--- config.mk ---
export PLATFORM = sky130hd
export DESIGN_NAME = spike_rate_meter
export DESIGN_NICKNAME = d
export VERILOG_FILES = /design/src/rtl/spike_rate_meter.sv
export SDC_FILE = /design/constraint.sdc
export NUM_CORES = 1
export LEC_CHECK = 0
export BUFFER_PORTS_ARGS = -buffer_cell sky130_fd_sc_hd__buf_2
export CAP_MARGIN = 15
export CELL_PAD_IN_SITES_DETAIL_PLACEMENT = 0
export CELL_PAD_IN_SITES_GLOBAL_PLACEMENT = 1
export CORE_UTILIZATION = 46
export DETAILED_ROUTE_END_ITERATION = 12
export PLACE_DENSITY = 0.81
export SLEW_MARGIN = 20
export SYNTH_ARGS = -nofsm -noshare
export SYNTH_HDL_FRONTEND = slang
export SYNTH_SLANG_ARGS = --single-unit
export TNS_END_PERCENT = 50
--- constraint.sdc ---
create_clock -name clk -period 3.45 [get_ports clk]
set_clock_uncertainty 0.15 [all_clocks]
set_input_delay 0.345 -clock clk [delete_from_list [all_inputs] [get_ports clk]]
set_output_delay 0.345 -clock clk [all_outputs]
set_load 0.01 [all_outputs]
--- src/rtl/spike_rate_meter.sv ---
// Turns the neuron's spike level into a windowed rate, the last inter-spike interval
// and a pulse-stretched LED drive. All outputs are registered; enable=0 freezes measurement.
module spike_rate_meter #(
  parameter logic [23:0] WINDOW_CYCLES = 24'd10_000_000,
  parameter int          CNT_W         = 8,
  parameter int          ISI_W         = 16,
  parameter logic [23:0] STRETCH       = 24'd1_000_000
) (
  input  logic             clk,
  input  logic             reset,
  input  logic             spike,
  input  logic             enable,
  output logic [CNT_W-1:0] rate,
  output logic             rate_valid,
  output logic             overflow,
  output logic [ISI_W-1:0] isi,
  output logic             isi_valid,
  output logic             led
);

  localparam logic [CNT_W-1:0] CNT_MAX  = '1;
  localparam logic [ISI_W-1:0] ISI_MAX  = '1;
  localparam logic [ISI_W-1:0] ISI_ONE  = {{(ISI_W-1){1'b0}}, 1'b1};
  localparam logic [23:0]      WIN_LAST = WINDOW_CYCLES - 24'd1;

  typedef enum logic {IDLE, MEASURE} isi_state_t;

  isi_state_t       state, state_nxt;
  logic             spike_d;
  logic             spike_edge;
  logic [23:0]      win_cnt;
  logic [CNT_W-1:0] run_cnt;
  logic             run_ovf;
  logic [ISI_W-1:0] isi_cnt;
  logic [23:0]      stretch_cnt;

  logic             cnt_clip;
  logic [CNT_W-1:0] cnt_sum;
  logic             cnt_ovf;
  logic             isi_start;
  logic             isi_capture;
  logic [23:0]      stretch_nxt;

  assign spike_edge = spike & ~spike_d;

  // overflow means an edge was actually lost to clipping, not merely that the count hit max
  always_comb begin
    cnt_clip = spike_edge && (run_cnt == CNT_MAX);
    cnt_sum  = cnt_clip ? run_cnt : run_cnt + {{(CNT_W-1){1'b0}}, spike_edge};
    cnt_ovf  = run_ovf | cnt_clip;
  end

  always_comb begin
    stretch_nxt = stretch_cnt;
    if (spike_edge)
      stretch_nxt = STRETCH;
    else if (stretch_cnt != 24'd0)
      stretch_nxt = stretch_cnt - 24'd1;
  end

  always_ff @(posedge clk) begin
    if (reset)
      state <= IDLE;
    else
      state <= state_nxt;
  end

  always_comb begin
    state_nxt   = state;
    isi_start   = 1'b0;
    isi_capture = 1'b0;
    if (enable && spike_edge) begin
      case (state)
        IDLE: begin
          isi_start = 1'b1;
          state_nxt = MEASURE;
        end
        MEASURE: isi_capture = 1'b1;
        default: state_nxt = IDLE;
      endcase
    end
  end

  always_ff @(posedge clk) begin
    if (reset) begin
      spike_d     <= 1'b0;
      win_cnt     <= 24'd0;
      run_cnt     <= '0;
      run_ovf     <= 1'b0;
      isi_cnt     <= '0;
      stretch_cnt <= 24'd0;
      rate        <= '0;
      rate_valid  <= 1'b0;
      overflow    <= 1'b0;
      isi         <= '0;
      isi_valid   <= 1'b0;
      led         <= 1'b0;
    end else begin
      spike_d    <= spike;
      rate_valid <= 1'b0;
      isi_valid  <= 1'b0;
      if (enable) begin
        // a terminal-cycle edge is folded into the closing window's result
        if (win_cnt == WIN_LAST) begin
          win_cnt    <= 24'd0;
          rate       <= cnt_sum;
          overflow   <= cnt_ovf;
          rate_valid <= 1'b1;
          run_cnt    <= '0;
          run_ovf    <= 1'b0;
        end else begin
          win_cnt <= win_cnt + 24'd1;
          run_cnt <= cnt_sum;
          run_ovf <= cnt_ovf;
        end

        if (isi_start) begin
          isi_cnt <= ISI_ONE;
        end else if (isi_capture) begin
          isi       <= isi_cnt;
          isi_valid <= 1'b1;
          isi_cnt   <= ISI_ONE;
        end else if (state == MEASURE && isi_cnt != ISI_MAX) begin
          isi_cnt <= isi_cnt + ISI_ONE;
        end

        stretch_cnt <= stretch_nxt;
        led         <= (stretch_nxt != 24'd0);
      end
    end
  end

endmodule

; ---- After elaboration in Yosys (flattened, before gate mapping)
; Cells that the tools add are included.
[op_classes]
add_sub_neg = 4
bitwise_logic = 5
eq_ne = 3
reduce_logical = 11
mux = 15
[op_table]
columns = operator, n
row1 = $mux 24, 3
row2 = $mux 16, 3
row3 = $reduce_bool 24->1, 2
row4 = $add 24x1->24 const B, 1
row5 = $eq 24x24->1 const B, 1
row6 = $sub 24x1->24 const B, 1
row7 = $add 16x1->16 const B, 1
row8 = $mux 8, 2
row9 = $ne 16x16->1 const B, 1
row10 = $add 8x1->8, 1
row11 = $eq 8x8->1 const B, 1
row12 = $mux 1, 7
row13 = $reduce_and 2->1, 2
row14 = $logic_and 1x1->1, 3
row15 = $not 1->1, 3
row16 = $reduce_and 3->1, 1
row17 = $reduce_bool 3->1, 1
row18 = $reduce_or 3->1, 1
row19 = $reduce_or 2->1, 1
row20 = $and 1x1->1, 1
row21 = $or 1x1->1, 1
[word_totals]
register_bits = 103
word_cells = 51

; ---- Logic depth before layout (Yosys ltp)
[logic_depth]
ltp_word = 6
mapped_depth = 11
depth_no_buf = 9

; ---- Worst setup path after synthesis
; Ideal clock, no wire load.
[synth_path]
path_kind = reg2reg
startpoint = register spike_d
endpoint = register run_cnt[4]
required_ps = 3230
arrival_ps = 2313
setup_slack_ps = 917
path_buffers = 2
synth_period_minus_slack_ps = 2533
setup_time_ps = 70
path_stages_with_launch = 11
path_cell_list = dfxtp_1 -> nand2b_1 -> buf_4 -> clkinv_1 -> clkbuf_1 -> ha_1 -> ha_1 -> o311ai_2 -> or2_2 -> or3_1 -> a21oi_1
[synth_between]
elab_chain_cells = 5
[synth_lines]
columns = item, line
row1 = "start, declared", 29  ; logic spike_d;
row2 = "start signal, assigned", 99  ; spike_d <= spike;
row3 = $not 1->1 (*), 44  ; assign spike_edge = spike & ~spike_d;
row4 = $and 1x1->1 (*), 44
row5 = $add 8x1->8 or $logic_and 1x1->1 (tied branches), "49, 48"
row6 = $mux 8 (*), 49  ; cnt_sum = cnt_clip ? run_cnt : run_cnt + {{(CNT_W-1){1'b0}}, spike_edge};
row7 = $mux 8 (*), 104  ; if (win_cnt == WIN_LAST) begin
row8 = "end signal, assigned", 113  ; run_cnt <= cnt_sum;
row9 = "end, declared", 32  ; logic [CNT_W-1:0] run_cnt;
; Every way passes the cells marked *; elsewhere a longest branch is shown, timed or not.
; A chain may end at the register's enable or synchronous reset.

; ---- Worst setup path in the final report
[layout_path]
startpoint = register stretch_cnt[0]
endpoint = register led
[layout_between]
elab_chain_cells = 4
[layout_lines]
columns = item, line
row1 = "start, declared", 35  ; logic [23:0] stretch_cnt;
row2 = "start signal, assigned", 127  ; stretch_cnt <= stretch_nxt;
row3 = $sub 24x1->24 or $reduce_bool 24->1 (tied branches), "58, 57"
row4 = $mux 24 (*), 57  ; else if (stretch_cnt != 24'd0)
row5 = $mux 24 (*), 55  ; if (spike_edge)
row6 = $reduce_bool 24->1 (*), 128  ; led <= (stretch_nxt != 24'd0);
row7 = "end signal, assigned", 128
row8 = "end, declared", 18  ; output logic led
; Marked as above.

==> flow_summary.toml <==
[run_status]
status = "finished clean"

[power]
p_switching_mw = 0.806
cellPowerDensity_nw_per_um2 = 474
p_sw_share_pct = 30.6
comb_power_share_pct = 19.5
vdd_ir_drop_max_mv = 0.257
internal_power_mw = 1.83
pwr-share-clk_pct = 31.5
p_leak_nw = 1.98
seqPwrFrac_pct = 49.0

[clocking]
clk_pin_slew_ps = 100
cts_tree = "done"
clock-sinks = 103
hold_buffers = 0
cts-root-buf = "clkbuf_8"
cts_resized = 0
htreeDepth = 3
clock_latency_ps = 370
clockBufferDepth = 2
numCtsBuffers = 9
cts_setup_buffers = 0

[route]
drtAntennaViolNets = 0
viasPerCell = 5.63
first_pass_iters = 5
num_vias = 4470
drt_iter0_markers = 225
routed_wl_mm = 11.6
drc = 0
post_drt_wl_per_cell_um = 14.6

[grt]
grt_first_pass_wirelength_mm = 20.3
antenna_found_initial = 0
use_met2_pct = 36.4
first_global_vias = 4290
use_met1_pct = 28.9
grt_busiest_layer = "met2"
grt_max_degree = 63
grt_use_met3_pct = 4.13
overflow = 0
gr-usage-all-layers_pct = 21.8

[place]
io_buffer_count = 31
place_congestion = 0.883
dpl.hpwl_mm = 7.99

[synthesis]
ys_ff_latch = 103
syn_area_per_cell_um2 = 8.05
yosysTopAreaCellShare_pct = 40.6
synth-edff-count = 0
syn_inst = 631
synth_fp_nets = 641
async_flop_share_pct = 0
yosysMostFrequentCell = "dfxtp_1"
ys_warn_count = 0
ys_top_cells_by_area = "dfxtp_1, nand2_1, a21oi_1"
synthFlopType = "dfxtp_1"
synthTopCellsByCount = "dfxtp_1, nand2_1, nor2_1"
syn_area_um2 = 5080
yosysTopAreaCell = "dfxtp_1"
ys_types = 63
seq_area_frac_synth_pct = 40.6

[worst_setup_path]
cp.arrival_ps = 2730
path_class = "flip-flop to flip-flop"
end_kind = "flip-flop"
ff2ff_setup_slack_ps = 830
crit_fanout = 7
reg2reg_from = "stretch_cnt[0]"
cpPeakStageDelay_ps = 450
worstRegToRegCells = 8
critPathLaunchType = "flip-flop"
r2r-end = "led"
cpLargestDelayFamily = "simple AND/OR/NAND/NOR gates"
crit_buf_inv = 1
cp.required_ps = 3560
crit_chain = "inv_1 > ha_1 > nor4b_4 > nand2_1 > a22o_1 > a2111oi_0 > and4b_1 > a31oi_1"
crit_slowest_cell = "a2111oi_0"

[flow_run]
cap_violations = 0

[min_path]
whs_path_depth = 2
hold_end = "spike_d"
hp-class = "input pin to flip-flop"
min_from = "spike"

[floorplanning]
die_w_um = 107
pin_count = 32
core.rowCount = 37
die_area_um2 = 11500
start_util_pct = 48.3
core-area_um2 = 10500
die_h_um = 107

[sta]
tightest_slew_ps = 756
hold_viol_final = 0
final_max_slew_viol_count = 0
max_freq_mhz = 382
setup_tns_ps = 0
post-route-min-period_ps = 2620
rsz0062_at_grt = "no"
period_share_pct = 76.0
slew_headroom_pct = 49.2
setup_violations = 0

[layout]
final_nets = 663
layout-drive-gt1-share_pct = 12.5
area_delta_synth_final_pct = 9.41
diodes = 0
postLayoutCoreUtil_pct = 52.9
==> area by class of cell <==
type                    count  area, um2
fillers                  1006       4950
inverters                  14       52.6
well taps                 136        170
multi-input cells         485       2830
clock buffers               9        124
flip-flops and latches    103       2060
clock inverters             7       96.3
repair buffers             40        223
==> worst max path at each step <==
stage,cells past startpoint,startpoint,end
after global placement,8,stretch_cnt[0],led
after detailed placement,8,stretch_cnt[0],led
after global routing,8,stretch_cnt[0],led
final,8,stretch_cnt[0],led
after CTS,8,stretch_cnt[0],led
after floorplan,10,spike_d,run_cnt[4]
==> layout by cell type, fill, tap and decap left out, types with 7 or more instances in the layout <==
cell        n
clkbuf_8    9
inv_1      13
or3_1       9
xnor2_1    18
buf_2      31
o21ai_0    29
nand3_1    27
nand4_1    20
xor2_1     21
dfxtp_1   103
nand2_1    90
a21oi_1    62
a31oi_1     7
buf_4       9
nor3_1     27
nor2_1     79
==> power by group through the flow <==
| stage | sequential (mW) | combinational (mW) | clock, mW |
|---|---|---|---|
| 6_report | 1.29 | 0.514 | 0.830 |
| 5_1_grt | 1.30 | 0.575 | 0.911 |
| 4_1_cts | 1.29 | 0.510 | 0.862 |
| 3_5_place_dp | 1.32 | 0.508 | 0 |
| 3_3_place_gp | 1.31 | 0.502 | 0 |
| 2_1_floorplan | 1.30 | 0.419 | 0 |
==> kinds of logic after synthesis <==
group,Yosys count,synth area share (%)
AND/OR/NAND/NOR,307,31.5
AO/OA/AOI/OAI,131,15.5
flip-flops,103,40.6
buffers and inverters,43,3.70
XOR/XNOR,39,6.73
adder cells (fa/ha/maj),6,1.48
multiplexers,2,0.493
==> routing by layer <==
metal / wire, um / vias up
li1: - / 2271
met1: 5700 / 2104
met2: 5340 / 85
met3: 401 / 10
met4: 113 / 0
met5: 0 / -
==> state kept, by name, summed over array words and instances (netlist names) <==
| register | cells |
|---|---|
| isi | 16 |
| state | 1 |
| run_ovf | 1 |
| run_cnt | 8 |
| rate | 8 |
| win_cnt | 24 |
| overflow | 1 |
| stretch_cnt | 24 |
| spike_d | 1 |
| led | 1 |
| isi_cnt | 16 |
| isi_valid | 1 |
| rate_valid | 1 |
==> per-stage QoR <==
step                      area, um2  power [mW]  std cells  worst slack (ps)  hold slack (ps)
after global routing           5560        2.78        794               665             80.6
final                          5560        2.63        794               829             65.2
after floorplan                5080        1.72        631               917              288
after global placement         5340        1.82        778               895              290
after detailed placement       5340        1.82        778               869              294
after CTS                      5560        2.66        794               858             46.3
Power figures use the tool's default switching activity.
